$ cat src/rtl/pipe_csel_pkg.sv
// Shared helpers for the pipelined carry-select adder.
// Segment count and the width/segment divisibility check live here.
package pipe_csel_pkg;

  function automatic int nseg(input int w, input int s);
    return w / s;
  endfunction

  function automatic bit seg_ok(input int w, input int s);
    return (s > 0) && (w >= s) && ((w % s) == 0);
  endfunction

endpackage

$ cat src/rtl/csel_segment.sv
// One carry-select segment: precomputes both carry-in sums for
// a slice and selects a registered pair with a resolved carry.
module csel_segment
  import pipe_csel_pkg::*;
#(
  parameter int SEG_W = 8
) (
  input  logic [SEG_W-1:0] a_i,
  input  logic [SEG_W-1:0] b_i,
  output logic [SEG_W:0]   s0_o,
  output logic [SEG_W:0]   s1_o,
  input  logic [SEG_W:0]   p0_i,
  input  logic [SEG_W:0]   p1_i,
  input  logic             c_i,
  output logic [SEG_W:0]   sel_o
);

  assign s0_o = {1'b0, a_i} + {1'b0, b_i};
  assign s1_o = {1'b0, a_i} + {1'b0, b_i}
              + {{SEG_W{1'b0}}, 1'b1};

  assign sel_o = c_i ? p1_i : p0_i;

endmodule

$ cat src/rtl/pipe_csel_adder.sv
// Pipelined carry-select adder, one resolve stage per segment.
// Define PIPE_CSEL_SUB_EN to honour the sub (x - y) input.
module pipe_csel_adder
  import pipe_csel_pkg::*;
#(
  parameter int WIDTH = 32,
  parameter int SEG_W = 8
) (
  input  logic             clk,
  input  logic             rst_n,
  input  logic             in_valid,
  output logic             in_ready,
  input  logic [WIDTH-1:0] x,
  input  logic [WIDTH-1:0] y,
  input  logic             cin,
  input  logic             sub,
  output logic             out_valid,
  input  logic             out_ready,
  output logic [WIDTH-1:0] sum,
  output logic             cout,
  output logic             ovf
);

  localparam int NSEG = nseg(WIDTH, SEG_W);

  if (!seg_ok(WIDTH, SEG_W)) begin : g_bad_cfg
    $error("pipe_csel_adder: WIDTH must be a multiple of SEG_W");
  end

  typedef struct packed {
    logic [SEG_W:0] s1;
    logic [SEG_W:0] s0;
  } pair_t;

  logic [WIDTH-1:0] ye;
  logic             ce;

`ifdef PIPE_CSEL_SUB_EN
  assign ye = sub ? ~y : y;
  assign ce = sub | cin;
`else
  logic sub_unused;
  assign sub_unused = sub;
  assign ye = y;
  assign ce = cin;
`endif

  logic            pm;
  logic            adv;
  pair_t           pr_q [NSEG][NSEG];
  logic [NSEG-1:0] v_q;
  logic [NSEG-1:0] c_q;
  logic [NSEG-1:0] pm_q;
  logic [SEG_W:0]  pre0 [NSEG];
  logic [SEG_W:0]  pre1 [NSEG];
  logic [SEG_W:0]  sel  [NSEG];

  logic             ov_q;
  logic [WIDTH-1:0] sum_q;
  logic [WIDTH-1:0] sum_d;
  logic             cout_q;
  logic             ovf_q;

  assign pm       = x[WIDTH-1] ^ ye[WIDTH-1];
  assign adv      = !ov_q || out_ready;
  assign in_ready = adv;

  for (genvar k = 0; k < NSEG; k++) begin : g_seg
    csel_segment #(
      .SEG_W (SEG_W)
    ) u_seg (
      .a_i   (x[k*SEG_W +: SEG_W]),
      .b_i   (ye[k*SEG_W +: SEG_W]),
      .s0_o  (pre0[k]),
      .s1_o  (pre1[k]),
      .p0_i  (pr_q[k][k].s0),
      .p1_i  (pr_q[k][k].s1),
      .c_i   (c_q[k]),
      .sel_o (sel[k])
    );
  end

  // Gather resolved low segments plus the last selected one.
  always_comb begin
    sum_d = '0;
    for (int k = 0; k < NSEG - 1; k++) begin
      sum_d[k*SEG_W +: SEG_W] = pr_q[NSEG-1][k].s0[SEG_W-1:0];
    end
    sum_d[WIDTH-1 -: SEG_W] = sel[NSEG-1][SEG_W-1:0];
  end

  // Pipeline shift: all stages move together when adv is high.
  always_ff @(posedge clk or negedge rst_n) begin
    if (!rst_n) begin
      v_q    <= '0;
      c_q    <= '0;
      pm_q   <= '0;
      ov_q   <= 1'b0;
      sum_q  <= '0;
      cout_q <= 1'b0;
      ovf_q  <= 1'b0;
      for (int j = 0; j < NSEG; j++) begin
        for (int k = 0; k < NSEG; k++) begin
          pr_q[j][k] <= '0;
        end
      end
    end else if (adv) begin
      v_q[0]  <= in_valid;
      c_q[0]  <= ce;
      pm_q[0] <= pm;
      for (int k = 0; k < NSEG; k++) begin
        pr_q[0][k] <= {pre1[k], pre0[k]};
      end
      for (int j = 1; j < NSEG; j++) begin
        v_q[j]  <= v_q[j-1];
        c_q[j]  <= sel[j-1][SEG_W];
        pm_q[j] <= pm_q[j-1];
        for (int k = 0; k < NSEG; k++) begin
          if (k == j - 1) begin
            pr_q[j][k] <= {sel[j-1], sel[j-1]};
          end else begin
            pr_q[j][k] <= pr_q[j-1][k];
          end
        end
      end
      ov_q   <= v_q[NSEG-1];
      sum_q  <= sum_d;
      cout_q <= sel[NSEG-1][SEG_W];
      ovf_q  <= pm_q[NSEG-1] ^ sel[NSEG-1][SEG_W-1]
              ^ sel[NSEG-1][SEG_W];
    end
  end

  assign out_valid = ov_q;
  assign sum       = sum_q;
  assign cout      = cout_q;
  assign ovf       = ovf_q;

endmodule

$ cat config.mk
export PLATFORM = sky130hd
export DESIGN_NAME = pipe_csel_adder
export DESIGN_NICKNAME = d
export VERILOG_FILES = /design/src/rtl/pipe_csel_pkg.sv /design/src/rtl/csel_segment.sv /design/src/rtl/pipe_csel_adder.sv
export SDC_FILE = /design/constraint.sdc
export NUM_CORES = 1
export LEC_CHECK = 0
export CAP_MARGIN = 10
export CORE_MARGIN = 2
export CORE_UTILIZATION = 61
export DETAILED_ROUTE_END_ITERATION = 16
export DONT_BUFFER_PORTS = 1
export PLACE_DENSITY = 0.78
export SYNTH_ARGS = -nofsm -noshare
export SYNTH_HDL_FRONTEND = slang
export SYNTH_SLANG_ARGS = --single-unit
$ cat constraint.sdc
create_clock -name clk -period 3.45 [get_ports clk]
set_clock_uncertainty 0.2 [all_clocks]
set_input_delay 0.1725 -clock clk [delete_from_list [all_inputs] [get_ports clk]]
set_output_delay 0.1725 -clock clk [all_outputs]
set_load 0.02 [all_outputs]
# Yosys cells after proc, flatten, opt, wreduce, memory -nomap -nowiden
# Cells that the tools add are included.
[totals] ff_bits=275 inputBits=70 output_inout_bits=36 elab_cells=50
[classes] n_addsub=8 n_mux=4 bitwise_logic=3 reduce_logical=2
[ops] operator="8-bit by 8-bit adder with 9-bit output" count=4
[ops] operator="9-bit by 1-bit adder with 9-bit output, second input constant" count=4
[ops] operator="9-bit two-way mux" count=4
[ops] operator="1-bit bitwise XOR" count=3
[ops] operator="1-bit logical NOT" count=1
[ops] operator="1-bit logical OR" count=1

# Logic depth before layout (Yosys ltp)
# Gate-level depths: netlist (run 1).
[depth] depth_word=3 ltp_mapped=10 depth_no_buf=10

# By module
# A second synthesis (run 1) with hierarchy kept.
[unflattened] cells_unflattened=854 hier_area_um2=12807.3
[modules_own_cells] mod="pipe_csel_adder" n_inst=1 cells_each=584 area_each_um2=10505.1 seq_area_each_um2=6881.6
[modules_own_cells] mod="csel_segment at g_seg[2].u_seg ..." n_inst=2 cells_each=69 area_each_um2=604.3 seq_area_each_um2=0.0
[modules_own_cells] mod="csel_segment at g_seg[0].u_seg ..." n_inst=2 cells_each=66 area_each_um2=546.8 seq_area_each_um2=0.0

# Worst setup path after synthesis (run 1)
# OpenSTA, ideal clock, no wires.
[synth_timing] kind="in2reg" start="input port y[16]" end="register pr_q[251] (netlist name)" setup_time_ns=0.123 t_arrival_ns=2.069 required_time_ns=3.127 slack_ns=1.058 stages=9 n_path_buf=0 cell_sequence="ha_1 -> fa_1 -> a211oi_2 -> nor3b_1 -> or3_4 -> a21oi_2 -> and4bb_1 -> xnor2_1 -> a21oi_1"
[synth_between] elab_chain_len=2
[synth_lines] element="start, declared" line_no="pipe_csel_adder.sv:14" rtl="input logic [WIDTH-1:0] y,"
[synth_lines] element="8-bit by 8-bit adder with 9-bit output" line_no="csel_segment.sv:19" rtl="assign s1_o = {1'b0, a_i} + {1'b0, b_i}"
[synth_lines] element="9-bit by 1-bit adder with 9-bit output" line_no="csel_segment.sv:20" rtl="+ {{SEG_W{1'b0}}, 1'b1};"
[synth_lines] element="end signal, assigned by index" line_no="pipe_csel_adder.sv:112" rtl="pr_q[0][k] <= {pre1[k], pre0[k]};"
[synth_lines] element="end signal, assigned by index" line_no="pipe_csel_adder.sv:120" rtl="pr_q[j][k] <= {sel[j-1], sel[j-1]};"
[synth_lines] element="end signal, assigned by index" line_no="pipe_csel_adder.sv:122" rtl="pr_q[j][k] <= pr_q[j-1][k];"
[synth_lines] element="end, declared" line_no="pipe_csel_adder.sv:50" rtl="pair_t pr_q [NSEG][NSEG];"
# Every way passes these cells.
# A chain may end at the register's enable or synchronous reset.

# Worst setup path in the final report (run 1)
[layout_timing] start="input port x[24]" end="register pr_q[233] (netlist name)"
[layout_between] elab_chain_len=2
[layout_lines] element="start, declared" line_no="pipe_csel_adder.sv:13" rtl="input logic [WIDTH-1:0] x,"
[layout_lines] element="8-bit by 8-bit adder with 9-bit output"
[layout_lines] element="net g_seg[3].u_seg.s0_o[1]" line_no="csel_segment.sv:10" rtl="output logic [SEG_W:0] s0_o,"
[layout_lines] element="9-bit by 1-bit adder with 9-bit output" line_no="csel_segment.sv:20"
# The timed path passes the listed nets, and every way through them passes these cells.

==> results of run 1 <==
stage by stage:
stage          cells  setup WS, ps
2_1_floorplan   1340          1060
3_3_place_gp    1554           911
3_5_place_dp    1554           844
4_1_cts         1659           578
5_1_grt         1659           367
6_report        1659           475
worst paths after layout:
check,endpoint,cells after the start,start
max reg2reg,cout,3,out_valid
max,pr_q[233],10,x[24]
min reg2reg,v_q[3],2,v_q[3]
max in group asynchronous,pr_q[247],0,rst_n
min,sum[28],0,rst_n
min in group clk,pr_q[57],4,out_ready
per-layer routing:
metal  GRT usage [%]  vias to the layer above  wire length (µm)  share of wire [%]
li1                -                     4357                 -                  -
met1            33.7                     4143             11300                 49
met2            34.3                      185             10300                 44
met3            3.32                       42              1100                4.7
met4            6.86                        0               486                2.1
met5               0                        -                 0                  0
registers in the layout, summed over array words and instances (netlist names):
signal,count
cout,1
v_q,4
pm_q,4
sum,32
c_q,4
out_valid,1
pr_q,228
ovf,1
kinds of logic (layout without fill, tap and decap cells):
| logic type | after synthesis | count (layout) | synth area share (%) |
|---|---|---|---|
| xor+xnor | 44 | 44 | 3.21 |
| fa+ha+maj | 40 | 40 | 4.34 |
| mux | 37 | 37 | 3.04 |
| compound gates | 136 | 136 | 6.82 |
| flops | 275 | 275 | 56.3 |
| simple gates | 736 | 736 | 23.8 |
| buf+inv | 72 | 126 | 2.56 |
layout make-up:
cell class	count	area, µm²
flip-flops and latches	275	6880
fillers	1503	5720
multi-input cells	993	5040
clock buffers	38	737
repair buffers	71	691
well taps	265	332
clock inverters	9	151
inverters	8	35.0
critical path, cell delays in order:
cell and delay, ps:
dlygate4sd3_1 540, ha_1 240, fa_1 510, dlygate4sd3_1 610, ha_1 180, and2_1 220, nand4_1 180, and4bb_1 340
xnor2_1 120, a21oi_1 80
layout by cell type, fill, tap and decap left out, types with 5 or more instances in the layout:
cell type	n
a211oi_1	5
a21o_1	10
a21oi_1	20
and3_1	8
buf_4	12
clkbuf_1	9
clkbuf_16	27
dfrtp_1	275
dlygate4sd3_1	58
ha_1	36
inv_1	7
mux2i_1	36
nand2_1	634
nand2b_1	6
nand3_1	5
nor2_1	52
nor3_1	9
o21a_1	8
o21ai_0	72
o21bai_1	5
xnor2_1	24
xor2_1	19
power by group through the flow:
stage	logic [mW]	clock network, mW	registers [mW]
after floorplan	2.41	0	5.59
after global placement	2.72	0	5.86
after detailed placement	2.83	0	5.93
after CTS	2.96	3.01	5.90
after global routing	3.43	3.16	6.08
final	2.94	2.96	5.89
what timing repair did:
action,CTS,global route
setup endpoints to repair,0,0
setup buffers,0,0
endpoints found under the hold margin,322,275
==> results.ini, run 1 <==
[outcome]
outcome=complete, but fails checks
violations=negative hold slack

[critical_path]
r2r_setup_slack_ps=1170
crit_path_end_kind=register
arrival_ps=3180
startpoint_type=input port
required_ps=3660
path_class=in -> reg
worst-path-max-fanout=3

[sta]
worstMarginPinSlew_ps=1020
fin_crit_ps=2980
rsz0062_at_grt=false
totalNegativeSetupSlack_ps=0
slew_violations=0
setup-violations-final=0
clock.fmax_ghz=0.336
max_slew_margin_pct=32.0
period_share_pct=86.2
hold_ws_ps=-862
final_hold_viol_count=275

[clocking]
cts_hold_buffers=58
post_cts_resized=0
clkSinkCount=275
clock_path_buffers=3
clkTransAtPathRegs_ps=60
cts_tree=built
clk_latency_ps=530
numCtsBuffers=27
root_buffer=clkbuf_16
cts_max_level=1

[final_layout]
nNetsFinal=1486
syn_to_final_growth_pct=13.4
diodes=0
fin_area_um2=13900
final_util_pct=70.8
drive_gt1_share_pct=4.73

[routing]
drt-vias-per-instance=5.26
firstDrtPassIters=5
wl_um=23200
wl_per_cell_um=14.0
vias=8727
drc=0
drt_iter0_drc=644
ant_nets=0

[floorplan]
core-area_um2=19600
die_h_um=146
ios=106
rows=51
dieArea_um2=21200
die_w_um=146
start_util_pct=62.4

[power_and_ir_drop]
p_int_mw=7.70
netSwitchingPower_mw=4.08
power_mw=11.8
p_comb_share_pct=24.9
p_clk_share_pct=25.1
p_sw_share_pct=34.6
power_frac_seq_pct=50.0
leakage_nw=6.93
worst_ir_drop_vdd_mv=0.408
powerDensity_nw_per_um2=850

[synth]
netlist_top_cells_area=dfrtp_1 56%, nand2_1 19%, ha_1 3.7%
ys_types=47
syn_avg_cell_area_um2=9.13
syn-cell-area_um2=12200
synth-main-ff-cell=dfrtp_1
ys_warn_count=0
synthDominantCellAreaShare_pct=56.3
synth_seq_cells=275
synth_most_common_cell=nand2_1
syn_inst=1340
synth_async_sr_flop_share_pct=100
yosys.area.top_type=dfrtp_1
syn-num-nets=1450
synth-seq-area-share_pct=56.3
synthTopCellsByCount=634 x nand2_1, 275 x dfrtp_1, 72 x o21ai_0, 52 x nor2_1, 42 x clkbuf_1
synth_edf_count=0

[global_route]
grt_first_pass_wirelength_um=39700
antenna_found_initial=0
gr-usage-all-layers_pct=22.4
grt_max_degree=276
grt.overflow.total=0
grt_pass1_vias=8401

[worst_hold_path]
min_path_type=in -> async

[run]
max_cap_violations=0

[placed_design]
io_buffers=0
finalWeightedCongestion=0.802
hpwl_um=13700
post_dp_cell_area_um2=12400

(Power assumes the default switching activity.)
==> run 2, diff against run 1 <==
--- a/config.mk
+++ b/config.mk
@@ -11,6 +11,8 @@
 export DETAILED_ROUTE_END_ITERATION = 16
 export DONT_BUFFER_PORTS = 1
 export PLACE_DENSITY = 0.78
+export REMOVE_ABC_BUFFERS = 1
+export SKIP_CTS_REPAIR_TIMING = 1
 export SYNTH_ARGS = -nofsm -noshare
 export SYNTH_HDL_FRONTEND = slang
 export SYNTH_SLANG_ARGS = --single-unit
==> constraint.sdc (replaced) <==
create_clock -name clk -period 3.45 [get_ports clk]
set_clock_uncertainty 0.2 [all_clocks]
set_input_delay 0.1725 -clock clk [delete_from_list [all_inputs] [get_ports clk]]
set_output_delay 0.1725 -clock clk [all_outputs]
set_load 0.05 [all_outputs]
==> run 2 against run 1 <==
  * The run still ends with negative hold slack left
  * Via count fell by 2.1%
  * Design area decreased by 0.60%
  * Maximum frequency grew 0.78%
  * Clock power about the same
  * Critical path depth unchanged
  * Die area unchanged
  * Combinational power is 5% lower
  * Global-route usage is 3.2 points lower
  * Critical endpoint unchanged
  * Largest power group unchanged
==> results.ini, run 2 (synthesis gave the netlist of run 1 again) <==
[critical_path]
path_class=in -> reg  ; unchanged
crit_path_end_kind=register  ; unchanged
worst-path-max-fanout=3  ; unchanged
arrival_ps=3150  ; was 3180 ps
startpoint_type=input port  ; unchanged
path_cells=dlygate4sd3_1, ha_1, fa_1, dlygate4sd3_1, ha_1, and2_1, nand4_1, and4bb_1, xnor2_1, a21oi_1  ; unchanged
cp_slowest_cell=dlygate4sd3_1  ; unchanged
required_ps=3650  ; was 3660 ps
slowest_delay_ps=600  ; was 610 ps

[floorplan]
core-area_um2=19600  ; unchanged
ios=106  ; unchanged
dieArea_um2=21200  ; unchanged
start_util_pct=62.4  ; unchanged
die_w_um=146  ; unchanged
die_h_um=146  ; unchanged
rows=51  ; unchanged

[sta]
totalNegativeSetupSlack_ps=0  ; unchanged
final_hold_viol_count=292  ; was 275
worstMarginPinSlew_ps=700  ; was 1020 ps
max_slew_margin_pct=53.4  ; was 32.0%
slew_violations=0  ; unchanged
rsz0062_at_grt=false  ; unchanged
period_share_pct=85.6  ; was 86.2%
fin_crit_ps=2950  ; was 2980 ps
setup-violations-final=0  ; unchanged
hold_ws_ps=-857  ; was -862 ps
worst_slack_ps=498  ; was 475 ps
clock.fmax_ghz=0.339  ; was 0.336 GHz

[clocking]
clkSinkCount=275  ; unchanged
cts_tree=built  ; unchanged
clock_path_buffers=3  ; unchanged
root_buffer=clkbuf_16  ; unchanged
cts_max_level=1  ; unchanged
clkTransAtPathRegs_ps=60  ; about the same
clk_latency_ps=530  ; about the same
numCtsBuffers=28  ; was 27

[final_layout]
final_util_pct=70.4  ; was 70.8%
fin_cells=1647  ; was 1,659
fin_area_um2=13800  ; was 13,900 µm²
diodes=0  ; unchanged
layout_commonest_cell=nand2_1  ; unchanged
max_flop_register=pr_q  ; unchanged
syn_to_final_growth_pct=12.7  ; was 13.4%
largest_reg_flops=228  ; unchanged
drive_gt1_share_pct=4.78  ; was 4.73%
nNetsFinal=1470  ; was 1,486
mostFrequentLayoutCells=634 x nand2_1, 275 x dfrtp_1, 72 x o21ai_0, 52 x nor2_1, 46 x dlygate4sd3_1  ; was 634 x nand2_1, 275 x dfrtp_1, 72 x o21ai_0, 58 x dlygate4sd3_1, 52 x nor2_1

[placed_design]
hpwl_um=12100  ; was 13,700 µm
post_dp_cell_area_um2=12400  ; unchanged
place_ws_ps=815  ; was 844 ps
finalWeightedCongestion=0.793  ; was 0.802
io_buffers=0  ; unchanged
dp.cells=1549  ; was 1,554

[routing]
drt-vias-per-instance=5.19  ; was 5.26
wl_per_cell_um=12.6  ; was 14.0 µm
vias=8543  ; was 8,727
firstDrtPassIters=5  ; unchanged
ant_nets=0  ; unchanged
drt_iter0_drc=430  ; was 644
drc=0  ; unchanged
wl_um=20800  ; was 23,200 µm

[power_and_ir_drop]
powerDensity_nw_per_um2=874  ; was 850 nW/µm²
leakage_nw=6.90  ; was 6.93 nW
power_mw=12.0  ; was 11.8 mW
worst_ir_drop_vdd_mv=0.384  ; was 0.408 mV

[global_route]
antenna_found_initial=0  ; unchanged
grt_max_degree=276  ; unchanged
grt_first_pass_wirelength_um=35400  ; was 39,700 µm
gr-usage-all-layers_pct=19.2  ; was 22.4%
grt_pass1_vias=8018  ; was 8,401
grt.overflow.total=0  ; unchanged

[outcome]
violations=negative hold slack  ; unchanged
outcome=complete, but fails checks  ; unchanged

[run]
max_cap_violations=0  ; unchanged

[worst_hold_path]
min_path_type=in -> async  ; unchanged

run 2: worst paths after layout:
kind                                start   endpoint  slack (ps)  cells after the start
worst min register to register     v_q[3]     v_q[3]         260                      2
worst min-delay path                rst_n     sum[1]        -860                      0
min in group clk                    x[13]  pr_q[257]         -70                      3
worst max-delay path                x[24]  pr_q[233]         500                     10
worst max register to register  out_valid     v_q[0]        1050                      5
max in group asynchronous           rst_n  pr_q[175]        3400                      0
run 2: critical path, delay by kind of cell:
family | cells | cell delay (ps)
buf+inv | 2 | 1140
fa+ha+maj | 3 | 940
simple gates | 3 | 670
xor+xnor | 1 | 130
compound gates | 1 | 100
run 2: cell type report:
type | instances | area [µm²]
tap | 265 | 332
clock inverter | 9 | 97.6
fill | 1531 | 5800
inverter | 8 | 35.0
multi-input combinational | 993 | 5040
timing repair buffer | 54 | 571
clock buffer | 43 | 828
sequential | 275 | 6880
run 2: where the power goes:
| group | switching [mW] | internal, mW |
|---|---|---|
| combinational | 1.61 | 1.19 |
| clock | 1.19 | 1.80 |
| sequential | 1.55 | 4.71 |
run 2: metal layers:
metal / track usage (%) / part of all wire (%) / vias up
met5: 0 / 0 / -
met4: 4.75 / 2.1 / 0
met3: 3.29 / 4.4 / 40
met2: 34.6 / 50 / 139
met1: 24.4 / 44 / 4026
li1: - / - / 4338
==> run 3, diff against run 2 <==
--- a/config.mk
+++ b/config.mk
@@ -15,4 +15,5 @@
 export SKIP_CTS_REPAIR_TIMING = 1
 export SYNTH_ARGS = -nofsm -noshare
 export SYNTH_HDL_FRONTEND = slang
+export SYNTH_HIERARCHICAL = 1
 export SYNTH_SLANG_ARGS = --single-unit
==> run 3 against run 2 <==
  * The run still ends with negative hold slack left
  * Design area is 3.1% higher
  * Clock-buffer cell count is 1 lower
  * Sequential share of layout area is 1.5 points lower
  * Worst hold slack worse by 11 ps
  * Critical path depth is 7 lower
  * Non-clock buffer count is 25 lower
  * Final cell count is 29% lower
  * Total power is 9.3% higher
  * Worst setup slack better by 170 ps
  * Largest cell class unchanged
==> results.ini, run 3 <==
[floorplan]
start_util_pct=61.5  ; was 62.4%
rows=53  ; was 51
die_w_um=149  ; was 146 µm
dieArea_um2=22200  ; was 21,200 µm²
die_h_um=149  ; was 146 µm
core-area_um2=20800  ; was 19,600 µm²
ios=106  ; unchanged

[sta]
totalNegativeSetupSlack_ps=0  ; unchanged
clock.fmax_ghz=0.360  ; was 0.339 GHz
fin_crit_ps=2780  ; was 2950 ps
hold_ws_ps=-868  ; was -857 ps
rsz0062_at_grt=false  ; unchanged
setup-violations-final=0  ; unchanged
worstMarginPinSlew_ps=599  ; was 700 ps
worst_slack_ps=672  ; was 498 ps
period_share_pct=80.5  ; was 85.6%
max_slew_margin_pct=60.1  ; was 53.4%
slew_violations=0  ; unchanged
final_hold_viol_count=278  ; was 292

[power_and_ir_drop]
power_frac_seq_pct=49.1  ; was 52.0%
power_mw=13.2  ; was 12.0 mW
p_int_mw=9.09  ; was 7.69 mW
p_sw_share_pct=30.9  ; was 36.1%
netSwitchingPower_mw=4.07  ; was 4.35 mW
powerDensity_nw_per_um2=926  ; was 874 nW/µm²
leakage_nw=6.28  ; was 6.90 nW
p_clk_share_pct=24.2  ; was 24.8%
p_comb_share_pct=26.6  ; was 23.2%
worst_ir_drop_vdd_mv=0.552  ; was 0.384 mV

[final_layout]
layout_commonest_cell=dfrtp_1  ; was nand2_1
max_flop_register=pr_q  ; unchanged
final_util_pct=68.3  ; was 70.4%
largest_reg_flops=228  ; unchanged
syn_to_final_growth_pct=11.0  ; was 12.7%
mostFrequentLayoutCells=275 x dfrtp_1, 172 x mux2_2, 78 x mux2_1, 60 x mux2_4, 36 x ha_1  ; was 634 x nand2_1, 275 x dfrtp_1, 72 x o21ai_0, 52 x nor2_1, 46 x dlygate4sd3_1
fin_cells=1174  ; was 1,647
nNetsFinal=989  ; was 1,470
drive_gt1_share_pct=34.9  ; was 4.78%
diodes=0  ; unchanged

[critical_path]
path_buf_inv=2  ; unchanged
required_ps=3080  ; was 3650 ps
crit_path_end_kind=output pin  ; was register
path_cells=nor2b_4, inv_6, buf_12  ; was dlygate4sd3_1, ha_1, fa_1, dlygate4sd3_1, ha_1, and2_1, nand4_1, and4bb_1, xnor2_1, a21oi_1
arrival_ps=2410  ; was 3150 ps
worst-path-max-fanout=48  ; was 3
timing.rr.end=pr_q[230]  ; was v_q[0]
slowest_delay_ps=630  ; was 600 ps
reg2reg_depth=4  ; was 5
crit_family=flip-flops  ; was buffers and inverters
r2r-start=out_valid  ; unchanged
path_class=reg -> out  ; was in -> reg
cp_slowest_cell=dfrtp_1  ; was dlygate4sd3_1
cp.depth=3  ; was 10
r2r_setup_slack_ps=890  ; was 1050 ps
startpoint_type=register  ; was input port

[synth]
syn_avg_cell_area_um2=15.0  ; was 9.13 µm²
synth_seq_cells=275  ; unchanged
synth_async_sr_flop_share_pct=100  ; unchanged
synth-main-ff-cell=dfrtp_1  ; unchanged
yosys.area.top_type=dfrtp_1  ; unchanged
synthTopCellsByCount=275 x dfrtp_1, 172 x mux2_2, 78 x mux2_1, 60 x mux2_4, 36 x ha_1  ; was 634 x nand2_1, 275 x dfrtp_1, 72 x o21ai_0, 52 x nor2_1, 42 x clkbuf_1
synthDominantCellAreaShare_pct=53.7  ; was 56.3%
synth_edf_count=0  ; unchanged
ys_warn_count=6  ; was 0
netlist_top_cells_area=dfrtp_1 54%, mux2_2 15%, mux2_4 7.0%  ; was dfrtp_1 56%, nand2_1 19%, ha_1 3.7%
syn-cell-area_um2=12800  ; was 12,200 µm²
syn_inst=854  ; was 1,340
synth-seq-area-share_pct=53.7  ; was 56.3%
synth_most_common_cell=dfrtp_1  ; was nand2_1
ys_types=44  ; was 47

[routing]
ant_nets=0  ; unchanged
vias=6633  ; was 8,543
wl_um=20900  ; was 20,800 µm
drt-vias-per-instance=5.65  ; was 5.19
drc=0  ; unchanged
drt_iter0_drc=209  ; was 430
wl_per_cell_um=17.8  ; was 12.6 µm
firstDrtPassIters=5  ; unchanged

[global_route]
grt_first_pass_wirelength_um=35300  ; was 35,400 µm
grt_max_degree=276  ; unchanged
grt.overflow.total=0  ; unchanged
antenna_found_initial=0  ; unchanged
grt_pass1_vias=7172  ; was 8,018
gr-usage-all-layers_pct=19.2  ; about the same

[clocking]
cts_max_level=1  ; unchanged
clock_path_buffers=3  ; unchanged
clkTransAtPathRegs_ps=60  ; about the same
cts_tree=built  ; unchanged
clk_latency_ps=530  ; about the same
numCtsBuffers=28  ; unchanged
clkSinkCount=275  ; unchanged
root_buffer=clkbuf_16  ; unchanged

[placed_design]
hpwl_um=13400  ; was 12,100 µm
io_buffers=0  ; unchanged
dp.cells=1099  ; was 1,549
finalWeightedCongestion=0.843  ; was 0.793
place_ws_ps=778  ; was 815 ps

[run]
max_cap_violations=0  ; unchanged

[outcome]
outcome=complete, but fails checks  ; unchanged
violations=negative hold slack  ; unchanged

[worst_hold_path]
min_path_type=in -> async  ; unchanged

run 3: cell types whose count changed after synthesis, sizes merged, moves of 5 or more:
cell	previous run	this run
nand2	634	6
mux2	1	310
o21ai	73	10
nor2	52	4
clkbuf	45	4
mux2i	36	0
inv	8	29
buf	19	30
nor3	10	0
a21oi	21	12
o211ai	0	6
or2	1	6
run 3: cell type report:
class,instances,area [µm²]
Tap cell,275,344
Inverter,29,114
Sequential cell,275,6880
Multi-Input combinational cell,516,5550
Timing Repair Buffer,29,330
Clock buffer,42,865
Fill cell,1425,6600
Clock inverter,8,140
run 3: metal layers:
layer | share of wire (%) | up-vias | track usage (%)
met5 | 0 | - | 0
met4 | 2.7 | 0 | 5.90
met2 | 49 | 132 | 32.5
met1 | 44 | 3369 | 25.8
met3 | 3.7 | 45 | 3.15
li1 | - | 3087 | -
run 3: power by group through the flow:
stage	registers (mW)	logic (mW)	clock network, mW
floorplan	6.15	3.09	0
global placement	6.41	3.31	0
detailed placement	6.54	3.50	0
CTS	6.50	3.54	3.28
global route	6.68	3.83	3.41
finish	6.46	3.51	3.19
run 3: stage by stage:
stage / hold WS [ps] / instance area [µm²]
after floorplan: -323 / 12500
after global placement: -318 / 13000
after detailed placement: -317 / 13000
after CTS: -885 / 14000
after global routing: -893 / 14200
final: -868 / 14200
run 3: worst max path at each step:
stage,slack (ps),from,to
floorplan,-3440,out_valid,pr_q[108]
global placement,900,x[24],pr_q[233]
detailed placement,780,x[8],pr_q[269]
CTS,630,out_valid,in_ready
global route,560,out_valid,in_ready
finish,670,out_valid,in_ready
run 3: logic make-up (layout without fill, tap and decap cells):
logic type	count (synthesis)	in the layout	synth area share, %
xor+xnor	50	50	3.77
mux	310	310	29.0
simple gates	58	58	3.01
compound gates	58	58	3.36
buf+inv	63	108	2.97
fa+ha+maj	40	40	4.14
flops	275	275	53.7
run 3: worst register-to-register path: stages (launching register included):
cell and delay, ps:
dfrtp_1 630, nor2b_4 570, inv_6 300, buf_12 340
mux2_1 400
